File: src/rtl/gray_pkg.sv
// Gray/binary conversion helpers shared by Gray counters and async-FIFO pointers.
// Functions work on a max-width vector; callers zero-extend and truncate.
package gray_pkg;

    localparam int GRAY_MAX_WIDTH = 16;

    typedef logic [GRAY_MAX_WIDTH-1:0] gray_vec_t;

    function automatic gray_vec_t bin2gray(input gray_vec_t x);
        return x ^ (x >> 1);
    endfunction

    // Prefix XOR from the MSB down; zero upper bits leave the result exact.
    function automatic gray_vec_t gray2bin(input gray_vec_t g);
        gray_vec_t b;
        b[GRAY_MAX_WIDTH-1] = g[GRAY_MAX_WIDTH-1];
        for (int i = GRAY_MAX_WIDTH - 2; i >= 0; i--) begin
            b[i] = b[i+1] ^ g[i];
        end
        return b;
    endfunction

endpackage

File: src/rtl/gray_updown_counter_step.sv
// Combinational next-count unit for the Gray up/down counter.
// Produces the next binary count and the wrap-around flag.
module gray_step #(
    parameter int WIDTH = 4
) (
    input  logic [WIDTH-1:0] i_b,
    input  logic             i_up,
    input  logic             i_en,
    output logic [WIDTH-1:0] o_b_next,
    output logic             o_wrap
);

    localparam logic [WIDTH-1:0] W_ONE = WIDTH'(1);

    always_comb begin
        o_b_next = i_b;
        o_wrap   = 1'b0;
        if (i_en) begin
            if (i_up) begin
                o_b_next = i_b + W_ONE;
                o_wrap   = &i_b;
            end else begin
                o_b_next = i_b - W_ONE;
                o_wrap   = ~|i_b;
            end
        end
    end

endmodule

File: src/rtl/gray_updown_counter.sv
// Parametrised up/down Gray counter with load and wrap pulse.
// Binary count is the source of truth; Gray is re-derived from it each step.
module gray_updown_counter
    import gray_pkg::*;
#(
    parameter int WIDTH = 4
) (
    input  logic             clk,
    input  logic             rst,
    input  logic             en,
    input  logic             up,
    input  logic             load,
    input  logic [WIDTH-1:0] load_val,
    output logic [WIDTH-1:0] gray,
    output logic [WIDTH-1:0] bin,
    output logic             wrap
);

    logic [WIDTH-1:0] r_b;
    logic [WIDTH-1:0] r_g;
    logic             r_wrap;

    logic [WIDTH-1:0] w_b_next;
    logic             w_wrap;
    logic [WIDTH-1:0] w_g_step;
    logic [WIDTH-1:0] w_g_load;

    gray_step #(
        .WIDTH(WIDTH)
    ) u_step (
        .i_b      (r_b),
        .i_up     (up),
        .i_en     (en),
        .o_b_next (w_b_next),
        .o_wrap   (w_wrap)
    );

    assign w_g_step = WIDTH'(bin2gray(gray_vec_t'(w_b_next)));
    assign w_g_load = WIDTH'(bin2gray(gray_vec_t'(load_val)));

    always_ff @(posedge clk or posedge rst) begin
        if (rst) begin
            r_b    <= '0;
            r_g    <= '0;
            r_wrap <= 1'b0;
        end else if (load) begin
            r_b    <= load_val;
            r_g    <= w_g_load;
            r_wrap <= 1'b0;
        end else begin
            r_b    <= w_b_next;
            r_g    <= w_g_step;
            r_wrap <= w_wrap;
        end
    end

    assign gray = r_g;
    assign bin  = r_b;
    assign wrap = r_wrap;

endmodule

File: config.mk
export PLATFORM = sky130hd
export DESIGN_NAME = gray_updown_counter
export DESIGN_NICKNAME = d
export VERILOG_FILES = /design/src/rtl/gray_pkg.sv /design/src/rtl/gray_updown_counter_step.sv /design/src/rtl/gray_updown_counter.sv
export SDC_FILE = /design/constraint.sdc
export NUM_CORES = 1
export LEC_CHECK = 0
export BUFFER_PORTS_ARGS = -buffer_cell sky130_fd_sc_hd__buf_2
export CAP_MARGIN = 5
export CORE_UTILIZATION = 30
export DETAILED_ROUTE_END_ITERATION = 8
export PLACE_DENSITY = 0.63
export RECOVER_POWER = 50
export SYNTH_ARGS = -nofsm -noshare
export SYNTH_HDL_FRONTEND = slang
export SYNTH_SLANG_ARGS = --single-unit
File: constraint.sdc
create_clock -name clk -period 2.2 [get_ports clk]
set_clock_uncertainty 0.15 [all_clocks]
set_input_delay 0.66 -clock clk [delete_from_list [all_inputs] [get_ports clk]]
set_output_delay 0.66 -clock clk [all_outputs]
set_load 0.03 [all_outputs]
==> insert_results.sql, run 1 <==
INSERT INTO impl_metrics (metric_group, metric, value, unit) VALUES
('status', 'outcome', 'completed', ''),
('route', 'wl', '1020', 'um'),
('finish', 'area_delta_synth_final', '27.27', '%'),
('sta', 'period_needed', '2077', 'ps'),
('placed_design', 'portBuffers', '17', ''),
('setup_path', 'timing.reg2reg.worst_path_depth', '6', ''),
('setup_path', 'critPathKind', 'input pin to flop', ''),
('floorplan', 'floorplan_die_area', '1866', 'um^2'),
('route', 'detail_route.wl_per_cell', '11.59', 'um'),
('setup_path', 'worstSetupEndpointType', 'flop', ''),
('global_routing', 'grt.busiest_layer', 'met2', ''),
('setup_path', 'critical_path_arrival', '2060', 'ps'),
('clocking', 'cts_max_level', '1', ''),
('flow_run', 'maxCapViolations', '0', ''),
('sta', 'grt_setup_unrepaired', 'false', ''),
('finish', 'fraction_of_layout_cells_with_a_size_suffix_above_1', '33.33', '%'),
('synth', 'synthArstFlopShare', '100.0', '%'),
('setup_path', 'critPathBufInv', '2', ''),
('route', 'route.vias.total', '438', ''),
('global_routing', 'grt-ovfl-total', '0', ''),
('synth', 'synth.yosys.seq_area_share', '39.31', '%'),
('setup_path', 'worstReg2RegStart', 'bin[0]', ''),
('sta', 'achievable-frequency', '481.5', 'MHz'),
('placed_design', 'hpwl', '801.7', 'um'),
('setup_path', 'cell_chain_of_the_critical_path', 'buf_2, inv_2, fa_1, xor2_1, mux2i_1, xnor2_1, xnor2_1, o21ai_1', ''),
('clocking', 'tritoncts.num_buffers', '3', ''),
('setup_path', 'critical_path_required', '2180', 'ps'),
('setup_path', 'timing.reg2reg.setup_slack', '250', 'ps'),
('finish', 'fin_nets', '86', ''),
('synth', 'syn_inst', '52', ''),
('global_routing', 'groute.usage.overall', '12.91', '%'),
('route', 'drc_errors', '0', ''),
('pwr', 'total_power', '0.5411', 'mW'),
('hold_path', 'hp_class', 'input pin to async pin', ''),
('synth', 'synth_cell_type_count', '23', ''),
('synth', 'synthTopCellsByArea', 'sky130_fd_sc_hd__dfrtp_1 (39%), sky130_fd_sc_hd__xnor2_1 (6.9%), sky130_fd_sc_hd__xor2_1 (6.9%), sky130_fd_sc_hd__ha_1 (4.9%), sky130_fd_sc_hd__a21o_1 (4.4%)', ''),
('floorplan', 'die_height', '43.20', 'um'),
('floorplan', 'initial_core_util', '33.04', '%'),
('pwr', 'irDropWorstVdd', '0.0003399', 'V'),
('sta', 'setup_viol', '0', ''),
('placed_design', 'post-place-ws', '-183.9', 'ps'),
('sta', 'layout_setup_ws', '123.0', 'ps'),
('pwr', 'power.density', '834.9', 'nW/um^2'),
('floorplan', 'io-pin-count', '18', ''),
('pwr', 'p_leak', '0.3258', 'nW'),
('synth', 'synth_enable_flop_cells', '0', ''),
('clocking', 'clock_tree.root_cell', 'sky130_fd_sc_hd__clkbuf_4', ''),
('route', 'detail_route.iter0.violations', '5', ''),
('synth', 'synth_area', '509.2', 'um^2'),
('synth', 'synth.most_common_cell', 'sky130_fd_sc_hd__dfrtp_1', ''),
('global_routing', 'grt.met2_usage', '20.90', '%'),
('setup_path', 'crit_path_frequent_cell', 'sky130_fd_sc_hd__xnor2_1', ''),
('setup_path', 'critical_path_peak_fanout', '3', ''),
('sta', 'finalCritPeriodShare', '94.41', '%'),
('global_routing', 'grt_first_pass_wirelength', '1766', 'um'),
('setup_path', 'critical_path.max_stage_delay', '420', 'ps'),
('clocking', 'clock_sink_total', '8', ''),
('synth', 'synth_nets', '64', ''),
('clocking', 'ctsLongestPathBuffers', '2', ''),
('sta', 'worst_slew_pin_slew', '317.8', 'ps'),
('global_routing', 'globalRouteMet3Util', '6.383', '%'),
('clocking', 'clock_latency_of_the_later_clocked_register_in_the_worst_skew_pair', '250', 'ps'),
('synth', 'synth.ff_latch_count', '8', ''),
('clocking', 'cts_tree', 'done', ''),
('sta', 'timing.hold.ws', '194.8', 'ps'),
('finish', 'area_of_the_multi_input_gates', '295.3', 'um^2'),
('route', 'antenna_left', '0', ''),
('floorplan', 'die-width', '43.20', 'um'),
('global_routing', 'first_global_vias', '417', ''),
('setup_path', 'critical-path-slowest-cell', 'sky130_fd_sc_hd__fa_1', ''),
('sta', 'report.final.slew_viol_count', '0', '');
-- worst max-delay path by stage --
stage	to	cells past startpoint
floorplan	gray[0]	6
global placement	gray[2]	8
detailed placement	gray[2]	8
CTS	gray[2]	8
global route	bin[3]	8
finish	gray[2]	8
-- per-stage QoR --
step                      setup TNS, ps  instances  instance area, um^2
after floorplan                       0         52                521.8
after detailed placement         -591.3         85                630.6
after global routing                  0         88                648.1
final                                 0         88                648.1
after global placement           -467.8         85                630.6
after CTS                             0         88                653.1
-- metal layers --
metal	wire length (um)	up-vias
met5	0	-
met3	59	0
li1	-	216
met2	514	13
met1	446	209
met4	0	0
-- sequential cells by signal, summed over array words and instances (netlist names) --
register  cells
gray          3
wrap          1
bin           4
-- worst reg2reg max path, stage by stage, from the launching register on --
cell and delay, ps:
sky130_fd_sc_hd__dfrtp_1 440, sky130_fd_sc_hd__fa_1 420, sky130_fd_sc_hd__xor2_1 150, sky130_fd_sc_hd__mux2i_1 280, sky130_fd_sc_hd__xnor2_1 180, sky130_fd_sc_hd__xnor2_1 140, sky130_fd_sc_hd__o21ai_1 70
-- cell families (layout without fill, tap and decap cells) --
kind of cell	after synthesis	after routing	share of synthesized area, %
muxes	3	3	6.143
xor gates and xnor gates	8	8	13.76
AOI/OAI and AO/OA	12	12	14.25
and+or+nand+nor	12	12	12.53
adders and majority gates	3	3	8.845
buffers and inverters	6	26	5.159
DFF	8	8	39.31
-- placed cells by master, fill, tap and decap left out, drive strengths merged --
cell type and instances:
buf 15, dfrtp 8, clkbuf 7, xor2 4, xnor2 4, nor2 4, inv 4, a21oi 4
o21ai 4, a21o 3, nand2 3, mux2i 2, and3 2, ha 2, or3 1, mux2 1
or4 1, a31oi 1, nor3 1, fa 1
-- layout make-up --
class | instances | share of cell area, %
tap | 16 | 3.089
inverter | 4 | 2.317
sequential | 8 | 30.89
timing repair buffer | 19 | 14.67
clock buffer | 3 | 3.475
multi-input combinational | 38 | 45.56
-- report_power, final --
part	switching (mW)	total, mW	internal (mW)
logic	0.139	0.231	0.0925
clock network	0.0503	0.113	0.0625
registers	0.0235	0.197	0.173
total	0.213	0.541	0.328
-- timing repair --
item / in CTS / in global routing
hold buffers: 0 / 0
buffers inserted: 0 / 0
setup endpoints to repair: 0 / 2
gates resized for setup: 0 / 1
No activity file was read; power rests on OpenSTA's default activity.
==> run 2, diff against run 1 <==
--- a/config.mk
+++ b/config.mk
@@ -7,10 +7,13 @@
 export LEC_CHECK = 0
 export BUFFER_PORTS_ARGS = -buffer_cell sky130_fd_sc_hd__buf_2
 export CAP_MARGIN = 5
-export CORE_UTILIZATION = 30
+export CORE_AREA = 2 2 39 41
 export DETAILED_ROUTE_END_ITERATION = 8
-export PLACE_DENSITY = 0.63
+export DIE_AREA = 0 0 41 43
+export HOLD_SLACK_MARGIN = 0.06
+export PLACE_DENSITY = 0.74
 export RECOVER_POWER = 50
+export SKIP_CTS_REPAIR_TIMING = 1
 export SYNTH_ARGS = -nofsm -noshare
 export SYNTH_HDL_FRONTEND = slang
 export SYNTH_SLANG_ARGS = --single-unit
==> run 2 against run 1 <==
Effect of this change:
- sequential share of layout area decreased by 0.70 points
- core utilization increased by 5.9 points
- maximum frequency is 1.4% higher
- power up 2.4%
- first-iteration DRC count is 20% higher
- largest cell class unchanged
- worst hold slack got worse by 4.9 ps
- highest routed layer is now met4
- critical path type unchanged
- flip-flop and latch count is the same
- clock power hardly changed
==> insert_results.sql, run 2 (same netlist as run 1, synthesis figures left out) <==
INSERT INTO impl_metrics (metric_group, metric, value, unit) VALUES
('clocking', 'cts_max_level', '1', ''),
('sta', 'grt_setup_unrepaired', 'false', ''),
('floorplan', 'die-width', '41', 'um'),
('setup_path', 'critPathKind', 'input pin to flop', ''),
('finish', 'fraction_of_layout_cells_with_a_size_suffix_above_1', '35.14', '%'),
('finish', 'final_cell_count_no_fill', '90', ''),
('sta', 'period_needed', '2048', 'ps'),
('floorplan', 'floorplan_die_area', '1763', 'um^2'),
('sta', 'achievable-frequency', '488.2', 'MHz'),
('global_routing', 'grt-ovfl-total', '0', ''),
('finish', 'largest_register_ffs', '4', ''),
('placed_design', 'placement.cell_area', '645.6', 'um^2'),
('pwr', 'p_leak', '0.3366', 'nW'),
('sta', 'worst_slew_pin_slew', '362.7', 'ps'),
('sta', 'report.final.slew_viol_count', '0', ''),
('floorplan', 'placementRows', '14', ''),
('setup_path', 'cell_chain_of_the_critical_path', 'buf_2, inv_2, fa_1, xor2_1, mux2i_1, buf_4, nor2_1, a21oi_1, o21ai_0', ''),
('finish', 'final-seq-area', '200.2', 'um^2'),
('finish', 'most-common-layout-cells', 'sky130_fd_sc_hd__buf_2 (13), sky130_fd_sc_hd__dfrtp_1 (8)', ''),
('flow_run', 'maxCapViolations', '0', ''),
('status', 'outcome', 'completed', ''),
('setup_path', 'critical_path.max_stage_delay', '430', 'ps'),
('floorplan', 'die_height', '43', 'um'),
('finish', 'area_delta_synth_final', '30.22', '%'),
('clocking', 'clock_tree.root_cell', 'sky130_fd_sc_hd__clkbuf_4', ''),
('setup_path', 'critical_path_start_type', 'input pin', ''),
('route', 'wl', '996', 'um'),
('route', 'detail_route.wl_per_cell', '11.07', 'um'),
('floorplan', 'core-area', '1384', 'um^2'),
('clocking', 'clock_sink_total', '8', ''),
('finish', 'fin_nets', '88', ''),
('global_routing', 'pin_count_of_the_biggest_net_entering_global_routing', '14', ''),
('global_routing', 'first_global_vias', '403', ''),
('finish', 'layout.cells.most_common', 'sky130_fd_sc_hd__buf_2', ''),
('clocking', 'cts.clk_slew.worst_paths', '60', 'ps'),
('clocking', 'tritoncts.num_buffers', '3', ''),
('route', 'avgViaCountPerCell', '4.700', ''),
('route', 'detail_route.iter0.violations', '6', ''),
('placed_design', 'dpl.cell_count', '87', ''),
('setup_path', 'critical_path_required', '2170', 'ps'),
('clocking', 'ctsLongestPathBuffers', '2', ''),
('setup_path', 'worstSetupEndpointType', 'flop', ''),
('hold_path', 'hp_class', 'input pin to async pin', ''),
('global_routing', 'grt_first_pass_wirelength', '1580', 'um'),
('floorplan', 'initial_core_util', '36.80', '%'),
('placed_design', 'routabilityCongestion', '0.7270', ''),
('sta', 'max_slew_margin', '75.93', '%'),
('placed_design', 'hpwl', '787.2', 'um'),
('clocking', 'cts_tree', 'done', ''),
('finish', 'filler_cell_count', '133', ''),
('finish', 'area_of_the_multi_input_gates', '295.3', 'um^2'),
('floorplan', 'io-pin-count', '18', ''),
('sta', 'setup_viol', '0', ''),
('setup_path', 'critPathTopFamily', 'adder cells', ''),
('finish', 'layout.cell_area.non_filler', '663.1', 'um^2'),
('sta', 'finalHoldViolCount', '0', ''),
('clocking', 'clock_latency_of_the_later_clocked_register_in_the_worst_skew_pair', '260', 'ps'),
('pwr', 'power.density', '835.5', 'nW/um^2'),
('finish', 'num_antenna_cells', '0', ''),
('global_routing', 'groute.usage.overall', '13.97', '%'),
('route', 'route.vias.total', '423', ''),
('setup_path', 'critical_path_peak_fanout', '3', ''),
('setup_path', 'critPathBufInv', '3', ''),
('route', 'antenna_left', '0', ''),
('setup_path', 'critical_path_arrival', '2020', 'ps'),
('global_routing', 'initial_antenna_violation_count', '0', ''),
('route', 'drc_errors', '0', ''),
('pwr', 'irDropWorstVdd', '0.0003659', 'V'),
('sta', 'finalCritPeriodShare', '93.10', '%'),
('placed_design', 'portBuffers', '17', ''),
('route', 'drtPass1Iterations', '2', ''),
('setup_path', 'critical-path-slowest-cell', 'sky130_fd_sc_hd__fa_1', '');
==> run 2: cell type report <==
class	instances	share of cell area, %
Timing Repair Buffer	21	16.60
Multi-Input combinational cell	38	44.53
Inverter	4	2.264
Sequential cell	8	30.19
Clock buffer	3	3.396
Tap cell	16	3.019
==> run 2: worst paths after layout <==
kind	start	endpoint	slack, ps	cells after the start
min reg2reg	bin[3]	bin[3]	520	2
min in group clk	load_val[3]	bin[3]	490	3
max in group asynchronous	rst	bin[2]	1460	2
max reg2reg	bin[0]	gray[1]	260	7
max	up	gray[1]	150	9
min	rst	bin[3]	190	2
==> run 2: routing by layer <==
| layer | wire [um] | track usage, % | vias to the layer above |
|---|---|---|---|
| met2 | 495 | 19.69 | 9 |
| met4 | 9 | 10.00 | 0 |
| met1 | 451 | 16.83 | 189 |
| li1 | - | - | 223 |
| met3 | 40 | 4.712 | 2 |
| met5 | 0 | 0 | - |
==> run 2: report_power, final <==
part           switching [mW]  leakage, nW  internal (mW)
Combinational           0.140        0.226          0.101
Sequential             0.0238       0.0970          0.173
Clock                  0.0531       0.0138         0.0627
Total                   0.217        0.337          0.337
==> run 2: through the flow <==
step	hold WS (ps)	setup TNS [ps]	total power, mW	setup WS, ps	util (%)
2_1_floorplan	325.7	0	0.3711	7.355	-
5_1_grt	217.7	0	0.6003	28.52	47.92
6_report	189.9	0	0.5541	151.8	47.92
3_3_place_gp	460.3	-535.4	0.4410	-131.4	46.65
3_5_place_dp	475.1	-704.3	0.4473	-172.1	46.65
4_1_cts	188.9	0	0.5688	92.93	48.28
==> run 2: worst register-to-register path: cells and delay by family, from the launching register on <==
| kind | cells | cell delay, ps |
|---|---|---|
| compound gates | 2 | 210 |
| xor+xnor | 1 | 160 |
| fa+ha+maj | 1 | 430 |
| buf+inv | 1 | 150 |
| flops | 1 | 450 |
| mux | 1 | 220 |
| simple gates | 1 | 40 |
==> run 3, diff against run 2 <==
--- a/config.mk
+++ b/config.mk
@@ -8,9 +8,11 @@
 export BUFFER_PORTS_ARGS = -buffer_cell sky130_fd_sc_hd__buf_2
 export CAP_MARGIN = 5
 export CORE_AREA = 2 2 39 41
+export CTS_BUF_LIST = sky130_fd_sc_hd__clkbuf_16
 export DETAILED_ROUTE_END_ITERATION = 8
 export DIE_AREA = 0 0 41 43
 export HOLD_SLACK_MARGIN = 0.06
+export MAX_ROUTING_LAYER = met4
 export PLACE_DENSITY = 0.74
 export RECOVER_POWER = 50
 export SKIP_CTS_REPAIR_TIMING = 1
==> run 3 against run 2 <==
Effect of this change:
- first-iteration DRC count did not move
- die area did not move
- worst setup slack got worse by 65 ps
- maximum frequency fell by 3.1%
- core utilization rose by 4.3 points
- sequential share of layout area fell by 2.5 points
- global-route usage rose by 1.4 points
- clock power rose to 2.6 times the previous value
- wire length rose by 13%
- combinational power rose by 6%
- via count rose by 1.2%
- worst hold slack improved by 29 ps
==> insert_results.sql, run 3 (same netlist as run 1, synthesis figures left out) <==
INSERT INTO impl_metrics (metric_group, metric, value, unit) VALUES
('setup_path', 'critical_path_arrival', '2070', 'ps'),
('sta', 'grt_setup_unrepaired', 'false', ''),
('floorplan', 'initial_core_util', '36.80', '%'),
('sta', 'max_slew_margin', '75.93', '%'),
('floorplan', 'die_height', '43', 'um'),
('sta', 'achievable-frequency', '473.2', 'MHz'),
('route', 'drc_errors', '0', ''),
('placed_design', 'routabilityCongestion', '0.7357', ''),
('global_routing', 'grt_first_pass_wirelength', '1669', 'um'),
('floorplan', 'core-area', '1384', 'um^2'),
('clocking', 'ctsLongestPathBuffers', '2', ''),
('finish', 'fraction_of_layout_cells_with_a_size_suffix_above_1', '36.00', '%'),
('pwr', 'p_leak', '0.3647', 'nW'),
('flow_run', 'maxCapViolations', '0', ''),
('placed_design', 'post-place-ws', '-172.1', 'ps'),
('sta', 'layout_setup_ws', '86.59', 'ps'),
('finish', 'largest_register_ffs', '4', ''),
('pwr', 'power.density', '1051', 'nW/um^2'),
('finish', 'final-seq-area', '200.2', 'um^2'),
('route', 'route.vias.total', '428', ''),
('finish', 'most-common-layout-cells', 'sky130_fd_sc_hd__buf_2 (13), sky130_fd_sc_hd__dfrtp_1 (8), sky130_fd_sc_hd__buf_4 (5)', ''),
('sta', 'finalHoldViolCount', '0', ''),
('floorplan', 'io-pin-count', '18', ''),
('sta', 'finalCritPeriodShare', '96.06', '%'),
('setup_path', 'worstSetupEndpointType', 'flop', ''),
('setup_path', 'critPathTopFamily', 'adder cells', ''),
('finish', 'num_antenna_cells', '0', ''),
('placed_design', 'hpwl', '787.2', 'um'),
('pwr', 'irDropWorstVdd', '0.0003932', 'V'),
('route', 'wl', '1128', 'um'),
('placed_design', 'portBuffers', '17', ''),
('clocking', 'cts_max_level', '1', ''),
('route', 'detail_route.iter0.violations', '6', ''),
('floorplan', 'placementRows', '14', ''),
('finish', 'area_delta_synth_final', '42.01', '%'),
('finish', 'area_of_the_multi_input_gates', '295.3', 'um^2'),
('route', 'antenna_left', '0', ''),
('placed_design', 'dpl.cell_count', '87', ''),
('setup_path', 'critical-path-slowest-cell', 'sky130_fd_sc_hd__fa_1', ''),
('setup_path', 'critical_path_peak_fanout', '3', ''),
('setup_path', 'critical_path_start_type', 'input pin', ''),
('sta', 'timing.hold.ws', '219.3', 'ps'),
('hold_path', 'hp_class', 'input pin to async pin', ''),
('clocking', 'clock_tree.root_cell', 'sky130_fd_sc_hd__clkbuf_16', ''),
('sta', 'period_needed', '2113', 'ps'),
('clocking', 'clock_sink_total', '8', ''),
('route', 'avgViaCountPerCell', '4.703', ''),
('global_routing', 'first_global_vias', '409', ''),
('clocking', 'tritoncts.num_buffers', '3', ''),
('status', 'outcome', 'completed', ''),
('setup_path', 'critical_path.max_stage_delay', '430', 'ps'),
('global_routing', 'groute.usage.overall', '15.35', '%'),
('clocking', 'clock_latency_of_the_later_clocked_register_in_the_worst_skew_pair', '230', 'ps'),
('setup_path', 'cell_chain_of_the_critical_path', 'buf_2, inv_2, fa_1, xor2_1, mux2i_1, buf_4, nor2_1, a21oi_1, o21ai_1', ''),
('setup_path', 'critPathKind', 'input pin to flop', ''),
('sta', 'report.final.slew_viol_count', '0', ''),
('global_routing', 'grt-ovfl-total', '0', ''),
('finish', 'fin_nets', '89', ''),
('global_routing', 'initial_antenna_violation_count', '0', ''),
('finish', 'final_cell_count_no_fill', '91', ''),
('finish', 'fin_util', '52.26', '%'),
('clocking', 'cts_tree', 'done', ''),
('setup_path', 'critPathBufInv', '3', ''),
('clocking', 'cts.clk_slew.worst_paths', '40', 'ps'),
('route', 'drtPass1Iterations', '5', ''),
('global_routing', 'pin_count_of_the_biggest_net_entering_global_routing', '14', ''),
('sta', 'worst_slew_pin_slew', '362.7', 'ps'),
('floorplan', 'die-width', '41', 'um'),
('route', 'detail_route.wl_per_cell', '12.40', 'um'),
('setup_path', 'critical_path_required', '2160', 'ps'),
('sta', 'setup_viol', '0', ''),
('finish', 'filler_cell_count', '122', ''),
('floorplan', 'floorplan_die_area', '1763', 'um^2'),
('finish', 'layout.cells.most_common', 'sky130_fd_sc_hd__buf_2', '');
==> run 3: cell types whose count changed in the layout (fill, tap and decap cells not counted), sizes merged <==
cell / previous run / this run
buf: 17 / 18
==> run 3: cell type report <==
cell class | instances | share of cell area, %
multi-input cells | 38 | 40.83
well taps | 16 | 2.768
repair buffers | 22 | 16.26
inverters | 4 | 2.076
flip-flops and latches | 8 | 27.68
clock buffers | 3 | 10.38
==> run 3: where the power goes <==
group          switching [mW]  internal (mW)
Sequential             0.0238          0.174
Clock                  0.0725          0.234
Combinational           0.147          0.108
==> run 3: worst paths after layout <==
kind                            to  slack (ps)  startpoint  cells after the start
setup / recovery           gray[1]          90          up                      9
hold / removal              bin[3]         220         rst                      2
setup reg to reg           gray[1]         230      bin[0]                      7
hold reg to reg             bin[3]         520      bin[3]                      2
max in group asynchronous  gray[1]        1440         rst                      2
min in group clk            bin[3]         520      bin[3]                      2
==> run 3: stage by stage <==
step	total power [mW]	instance area (um^2)	setup TNS, ps
2_1_floorplan	0.3711	521.8	0
3_3_place_gp	0.4410	645.6	-535.4
3_5_place_dp	0.4473	645.6	-704.3
4_1_cts	0.7614	720.7	0
5_1_grt	0.8040	723.2	0
6_report	0.7602	723.2	0
==> run 3: per-layer routing <==
layer,up-vias,wire length [um],track usage [%]
met5,-,0,-
li1,224,-,-
met4,0,14,12.00
met2,13,583,21.25
met3,2,51,4.712
met1,189,477,17.49
